## config.mk

```make
export PLATFORM = sky130hd
export DESIGN_NAME = lcd_bus_driver_flat
export DESIGN_NICKNAME = d
export VERILOG_FILES = /design/src/rtl/lcd_bus_driver_if.sv /design/src/rtl/lcd_bus_driver.sv /design/src/flat_wrapper.sv
export SDC_FILE = /design/constraint.sdc
export NUM_CORES = 1
export LEC_CHECK = 0
export CAP_MARGIN = 20
export CORE_UTILIZATION = 60
export DETAILED_ROUTE_END_ITERATION = 8
export PLACE_DENSITY = 0.95
export REMOVE_ABC_BUFFERS = 1
export SYNTH_ARGS = -nofsm -noshare
export SYNTH_HDL_FRONTEND = slang
export SYNTH_SLANG_ARGS = --single-unit
```

## constraint.sdc

```tcl
create_clock -name i_clk -period 7.1 [get_ports i_clk]
set_input_delay 1.065 -clock i_clk [delete_from_list [all_inputs] [get_ports i_clk]]
set_output_delay 1.065 -clock i_clk [all_outputs]
set_load 0.02 [all_outputs]
```

## src/rtl/lcd_bus_driver_if.sv

```systemverilog
// Byte-write handshake between the core's LCD register logic and the LCD bus driver.
// Valid/ready: a byte transfers on a rising edge where i_wr_valid and o_wr_ready are both 1; the requester holds valid and payload until then.
interface lcd_bus_driver_if;
  logic       i_wr_valid;
  logic       i_wr_rs;
  logic [7:0] i_wr_data;
  logic       o_wr_ready;

  modport slave (
    input  i_wr_valid,
    input  i_wr_rs,
    input  i_wr_data,
    output o_wr_ready
  );

  modport master (
    output i_wr_valid,
    output i_wr_rs,
    output i_wr_data,
    input  o_wr_ready
  );
endinterface

```

## src/rtl/lcd_bus_driver.sv

```systemverilog
// HD44780-style LCD bus driver: power-up wait, fixed init sequence, then one byte per
// handshake with setup / EN pulse / hold / execution-wait timing. All outputs registered.
module lcd_bus_driver #(
  parameter int unsigned PWRUP_CYC    = 750000,
  parameter int unsigned SETUP_CYC    = 2,
  parameter int unsigned EN_HIGH_CYC  = 25,
  parameter int unsigned HOLD_CYC     = 2,
  parameter int unsigned CMD_WAIT_CYC = 2000,
  parameter int unsigned CLR_WAIT_CYC = 82000
) (
  input  logic                i_clk,
  input  logic                i_reset,
  lcd_bus_driver_if.slave     wr,
  output logic                o_init_done,
  output logic [7:0]          o_lcd_data,
  output logic                o_lcd_rs,
  output logic                o_lcd_rw,
  output logic                o_lcd_en,
  output logic                o_lcd_on,
  output logic [2:0]          o_dbg_state
);

  if (PWRUP_CYC < 1 || SETUP_CYC < 1 || EN_HIGH_CYC < 1 || HOLD_CYC < 1 ||
      CMD_WAIT_CYC < 1 || CLR_WAIT_CYC < 1) begin : g_param_check
    $error("lcd_bus_driver: every timing parameter must be at least 1");
  end

  typedef enum logic [2:0] {
    S_PWRUP = 3'd0,
    S_SETUP = 3'd1,
    S_EN_HI = 3'd2,
    S_HOLD  = 3'd3,
    S_WAIT  = 3'd4,
    S_IDLE  = 3'd5
  } state_t;

  state_t      r_state;
  state_t      w_next;
  logic [31:0] r_cnt;
  logic [31:0] w_cnt_next;
  logic [1:0]  r_init_idx;
  logic [1:0]  w_init_idx_next;
  logic        r_wr_ready;
  logic        r_init_done;
  logic        w_init_done_next;
  logic [7:0]  r_lcd_data;
  logic [7:0]  w_lcd_data_next;
  logic        r_lcd_rs;
  logic        w_lcd_rs_next;
  logic        r_lcd_rw;
  logic        r_lcd_en;
  logic        r_lcd_on;
  logic        w_last;
  logic        w_is_clear;
  logic [31:0] w_wait_cyc;

  function automatic logic [7:0] f_init_byte(input logic [1:0] idx);
    logic [7:0] b;
    unique case (idx)
      2'd0:    b = 8'h38;
      2'd1:    b = 8'h0C;
      2'd2:    b = 8'h01;
      default: b = 8'h06;
    endcase
    return b;
  endfunction

  function automatic logic [31:0] f_load(input state_t s, input logic [31:0] wait_cyc);
    logic [31:0] v;
    unique case (s)
      S_PWRUP: v = 32'(PWRUP_CYC);
      S_SETUP: v = 32'(SETUP_CYC);
      S_EN_HI: v = 32'(EN_HIGH_CYC);
      S_HOLD:  v = 32'(HOLD_CYC);
      S_WAIT:  v = wait_cyc;
      default: v = 32'd0;
    endcase
    return v;
  endfunction

  // Clear and home need the long execution wait; only commands qualify, never data bytes.
  assign w_is_clear = !r_lcd_rs && (r_lcd_data == 8'h01 || r_lcd_data == 8'h02 ||
                                    r_lcd_data == 8'h03);
  assign w_wait_cyc = w_is_clear ? 32'(CLR_WAIT_CYC) : 32'(CMD_WAIT_CYC);

  // Reset leaves the counter at 0, so the first power-up cycle arms it with one cycle already spent.
  always_comb begin
    w_last = 1'b0;
    if (r_state == S_PWRUP && r_cnt == 32'd0) begin
      w_last = (PWRUP_CYC == 1);
    end else begin
      w_last = (r_cnt == 32'd1);
    end
  end

  always_comb begin
    w_next           = r_state;
    w_cnt_next       = (r_cnt != 32'd0) ? r_cnt - 32'd1 : 32'd0;
    w_init_idx_next  = r_init_idx;
    w_init_done_next = r_init_done;
    w_lcd_data_next  = r_lcd_data;
    w_lcd_rs_next    = r_lcd_rs;

    unique case (r_state)
      S_PWRUP: begin
        if (w_last) begin
          w_next          = S_SETUP;
          w_init_idx_next = 2'd0;
          w_lcd_data_next = f_init_byte(2'd0);
          w_lcd_rs_next   = 1'b0;
        end else if (r_cnt == 32'd0) begin
          w_cnt_next = 32'(PWRUP_CYC - 1);
        end
      end
      S_SETUP: begin
        if (w_last) w_next = S_EN_HI;
      end
      S_EN_HI: begin
        if (w_last) w_next = S_HOLD;
      end
      S_HOLD: begin
        if (w_last) w_next = S_WAIT;
      end
      S_WAIT: begin
        if (w_last) begin
          if (!r_init_done && r_init_idx != 2'd3) begin
            w_next          = S_SETUP;
            w_init_idx_next = r_init_idx + 2'd1;
            w_lcd_data_next = f_init_byte(r_init_idx + 2'd1);
            w_lcd_rs_next   = 1'b0;
          end else begin
            w_next           = S_IDLE;
            w_init_done_next = 1'b1;
          end
        end
      end
      S_IDLE: begin
        if (wr.i_wr_valid) begin
          w_next          = S_SETUP;
          w_lcd_data_next = wr.i_wr_data;
          w_lcd_rs_next   = wr.i_wr_rs;
        end
      end
      default: begin
        w_next = S_PWRUP;
      end
    endcase

    if (w_next != r_state) begin
      w_cnt_next = f_load(w_next, w_wait_cyc);
    end
  end

  always_ff @(posedge i_clk) begin
    if (i_reset) begin
      r_state     <= S_PWRUP;
      r_cnt       <= 32'd0;
      r_init_idx  <= 2'd0;
      r_wr_ready  <= 1'b0;
      r_init_done <= 1'b0;
      r_lcd_data  <= 8'h00;
      r_lcd_rs    <= 1'b0;
      r_lcd_rw    <= 1'b0;
      r_lcd_en    <= 1'b0;
      r_lcd_on    <= 1'b0;
    end else begin
      r_state     <= w_next;
      r_cnt       <= w_cnt_next;
      r_init_idx  <= w_init_idx_next;
      r_wr_ready  <= (w_next == S_IDLE);
      r_init_done <= w_init_done_next;
      r_lcd_data  <= w_lcd_data_next;
      r_lcd_rs    <= w_lcd_rs_next;
      r_lcd_rw    <= 1'b0;
      r_lcd_en    <= (w_next == S_EN_HI);
      r_lcd_on    <= 1'b1;
    end
  end

  assign wr.o_wr_ready = r_wr_ready;
  assign o_init_done   = r_init_done;
  assign o_lcd_data    = r_lcd_data;
  assign o_lcd_rs      = r_lcd_rs;
  assign o_lcd_rw      = r_lcd_rw;
  assign o_lcd_en      = r_lcd_en;
  assign o_lcd_on      = r_lcd_on;
  assign o_dbg_state   = r_state;

endmodule

```

## src/flat_wrapper.sv

```systemverilog
// flat-port wrapper written by rule: the top's interface ports become plain ports
module lcd_bus_driver_flat 
#(
  parameter int unsigned PWRUP_CYC    = 750000,
  parameter int unsigned SETUP_CYC    = 2,
  parameter int unsigned EN_HIGH_CYC  = 25,
  parameter int unsigned HOLD_CYC     = 2,
  parameter int unsigned CMD_WAIT_CYC = 2000,
  parameter int unsigned CLR_WAIT_CYC = 82000
)
  (i_clk, i_reset, o_init_done, o_lcd_data, o_lcd_rs, o_lcd_rw, o_lcd_en, o_lcd_on, o_dbg_state, wr_i_wr_valid, wr_i_wr_rs, wr_i_wr_data, wr_o_wr_ready);
  lcd_bus_driver_if wr_i ();
  input  logic i_clk;
  input  logic i_reset;
  output logic o_init_done;
  output logic [7:0] o_lcd_data;
  output logic o_lcd_rs;
  output logic o_lcd_rw;
  output logic o_lcd_en;
  output logic o_lcd_on;
  output logic [2:0] o_dbg_state;
  input wire logic [$bits(wr_i.i_wr_valid)-1:0] wr_i_wr_valid;
  input wire logic [$bits(wr_i.i_wr_rs)-1:0] wr_i_wr_rs;
  input wire logic [$bits(wr_i.i_wr_data)-1:0] wr_i_wr_data;
  output wire logic [$bits(wr_i.o_wr_ready)-1:0] wr_o_wr_ready;
  assign wr_i.i_wr_valid = wr_i_wr_valid;
  assign wr_i.i_wr_rs = wr_i_wr_rs;
  assign wr_i.i_wr_data = wr_i_wr_data;
  assign wr_o_wr_ready = wr_i.o_wr_ready;
  lcd_bus_driver #(.PWRUP_CYC(PWRUP_CYC), .SETUP_CYC(SETUP_CYC), .EN_HIGH_CYC(EN_HIGH_CYC), .HOLD_CYC(HOLD_CYC), .CMD_WAIT_CYC(CMD_WAIT_CYC), .CLR_WAIT_CYC(CLR_WAIT_CYC)) u_core (.i_clk(i_clk), .i_reset(i_reset), .wr(wr_i), .o_init_done(o_init_done), .o_lcd_data(o_lcd_data), .o_lcd_rs(o_lcd_rs), .o_lcd_rw(o_lcd_rw), .o_lcd_en(o_lcd_en), .o_lcd_on(o_lcd_on), .o_dbg_state(o_dbg_state));
endmodule
```

==> flow_metrics.env <==
export IMPL_portBuffers=27
export IMPL_busiest_layer="met2"
export IMPL_finalSetupTns_ns=0
export IMPL_ys_types=47
export IMPL_max_freq_mhz=329.7
export IMPL_design_core_area_sq_um=4000
export IMPL_clk_pin_slew_ns=0.09
export IMPL_cts_buffer_depth=2
export IMPL_period_needed_ns=3.033
export IMPL_cts_hold_buf=0
export IMPL_final_nets=329
export IMPL_period_share_pct=42.71
export IMPL_drtAntennaViolNets=0
export IMPL_slew_headroom_pct=39.43
export IMPL_final_common_cell="dfxtp_1"
export IMPL_r2r_end="u_core.r_cnt[3]"
export IMPL_p_switching_uw=468.3
export IMPL_p_seq_share_pct=37.1
export IMPL_p_leak_nw=1.048
export IMPL_ir_worst_vdd_mv=0.3282
export IMPL_skew_ns=0.006799
export IMPL_drv_cap=0
export IMPL_final_cell_mix="dfxtp_1 (50), nor2_1 (37), clkdlybuf4s50_1 (27)"
export IMPL_antenna_found_initial=0
export IMPL_yosysSeqAreaShare_pct=40.26
export IMPL_yosysWarnings=0
export IMPL_num_antenna_cells=0
export IMPL_vias=2193
export IMPL_worstPathArrival_ns=3.26
export IMPL_overflow=0
export IMPL_fp_dieW_um=66.37
export IMPL_htreeDepth=2
export IMPL_cp_end_kind="flip-flop"
export IMPL_pin_count=29
export IMPL_cts_tree="done"
export IMPL_drt_iter0_drc=217
export IMPL_tightestPinTransition_ns=0.9085
export IMPL_syn2layout_area_growth_pct=15.45
export IMPL_cts_sinks=50
export IMPL_synthFlopType="dfxtp_1"
export IMPL_drc=0
export IMPL_p_per_area_nw_per_um2=405.7
export IMPL_global_route_usage_met2_pct=42.98
export IMPL_use_met3_pct=5.172
export IMPL_start_util_pct=62.15
export IMPL_worst_setup_path_type="primary input to flip-flop"
export IMPL_ys_ff_latch=50
export IMPL_cts_inserted_buffers=5
export IMPL_rsz0062_at_grt="false"
export IMPL_die_y_um=66.37
export IMPL_synth_edf_count=0
export IMPL_p_clk_share_pct=16.9
export IMPL_critPathMaxFanout=22
export IMPL_grt_util_all_layers_pct=28.50
export IMPL_cts_setup_buffers=0
export IMPL_hold_start="u_core.r_cnt[11]"
export IMPL_viasPerCell=6.058
export IMPL_holdWs_ns=0.4783
export IMPL_die_area_sq_um=4405
export IMPL_status="finished clean"
export IMPL_min_to="u_core.r_cnt[11]"
export IMPL_layout_drive_gt1_share_pct=3.846
export IMPL_setup_viol=0
export IMPL_drt_wl_total_um=5615
export IMPL_p_sw_share_pct=40.21
export IMPL_grt_pass1_vias=2038
export IMPL_grt_pass1_wl_um=9397
export IMPL_worstSkewPairLatency_ns=0.31
export IMPL_dp_hpwl_um=3847
export IMPL_grt_max_degree=33
export IMPL_cts_root_buf="clkbuf_8"
export IMPL_syn_instance_count=290
export IMPL_cts_resized_gates=0
export IMPL_place_gp_congestion=0.9093
export IMPL_routedWlPerCell_um=15.51
export IMPL_hold_path_cell_count=2
export IMPL_rr_startpoint="u_core.r_cnt[28]"
export IMPL_async_flop_share_pct=0
export IMPL_start_kind="primary input"
export IMPL_rrSetupSlack_ns=4.20
export IMPL_critPathRequiredTime_ns=7.32
export IMPL_syn_area_per_cell_sq_um=8.573
export IMPL_power_frac_comb_pct=46.0
export IMPL_maxSlewViolCount=0
export IMPL_grtUsageMet1_pct=38.55
export IMPL_syn_area_sq_um=2486
export IMPL_hold_viol=0
export IMPL_reg2reg_depth=6
export IMPL_hold_path_class="flip-flop to flip-flop"
export IMPL_dr_pass1_iters=5
export IMPL_num_rows=23
export IMPL_p_int_uw=696.3
## area by class of cell
cell class                      count  area (sq um)
Timing Repair Buffer               27         270.3
Clock inverter                      1         30.03
Tap cell                           50         62.56
Sequential cell                    50          1001
Fill cell                         288          1130
Clock buffer                        7         76.32
Multi-Input combinational cell    217          1393
Inverter                           10         37.54
## worst max path at each step
stage | startpoint | endpoint | slack, ns | cells past startpoint
floorplan | u_core.r_cnt[28] | u_core.o_lcd_data[0] | 4.46 | 6
global placement | i_reset | u_core.r_cnt[19] | 3.96 | 3
detailed placement | i_reset | u_core.r_cnt[3] | 3.86 | 3
CTS | i_reset | u_core.r_cnt[13] | 4.17 | 5
global route | u_core.r_cnt[15] | u_core.r_cnt[10] | 3.88 | 6
finish | i_reset | u_core.r_cnt[13] | 4.07 | 5
## state kept, by name, indices dropped and copies added (netlist names), 2 cells and up
| name | count |
|---|---|
| u_core.r_init_idx | 2 |
| u_core.r_cnt | 32 |
| u_core.o_dbg_state | 3 |
| u_core.o_lcd_data | 8 |
## worst max-delay path: stages
cell and delay [ns]:
clkdlybuf4s50_1 0.83, nor4_1 0.47, or3b_2 0.59, o21a_1 0.19
o21ai_0 0.10
## power groups by stage
stage / registers, mW / clock network [mW] / logic (mW)
finish: 0.432 / 0.197 / 0.536
global route: 0.443 / 0.210 / 0.595
CTS: 0.430 / 0.197 / 0.531
detailed placement: 0.436 / 0 / 0.522
global placement: 0.431 / 0 / 0.505
floorplan: 0.423 / 0 / 0.421
## stage by stage
stage	instances	util, %	power, mW	cell area [sq um]	setup slack, ns
detailed placement	354	69.10	0.9579	2764	3.857
finish	362	71.75	1.165	2870	4.067
global placement	354	69.10	0.9364	2764	3.959
CTS	362	71.75	1.158	2870	4.171
floorplan	277	-	0.8441	2431	4.457
global route	362	71.75	1.248	2870	3.882
## synth_stat cells, drive strengths merged (2+ instances only)
cell type,count,area [sq um]
a41oi,2,36.29
dfxtp,50,1001
and3,4,25.02
xor2,8,70.07
nand3,2,10.01
nor3,17,96.35
a22oi,3,22.52
clkbuf,10,37.54
inv,10,37.54
and4,3,26.28
or4,5,41.29
a21oi,12,60.06
nand4,2,12.51
and2,2,12.51
ha,6,75.07
xnor2,22,192.7
nor2,37,138.9
a211oi,3,22.52
a21o,5,37.54
o211ai,7,52.55
buf,3,17.52
o21ai,15,75.07
nand2,22,82.58
nor4,10,62.56
mux2i,5,50.05
nand2b,3,18.77
or3,6,37.54
## logic make-up after synthesis
kind of cell,share of synthesized area (%)
buf+inv,3.725
mux,2.013
simple gates,25.16
fa+ha+maj,3.020
xor+xnor,10.57
flops,40.26
compound gates,15.10
other cells,0.1508
## metal layers
| layer | wire (um) | part of all wire (%) | vias up |
|---|---|---|---|
| met5 | 0 | 0 | - |
| met4 | 124 | 2.2 | 0 |
| met3 | 248 | 4.4 | 14 |
| met2 | 2627 | 47 | 83 |
| met1 | 2614 | 47 | 1025 |
| li1 | - | - | 1071 |
(Power assumes the default switching activity.)
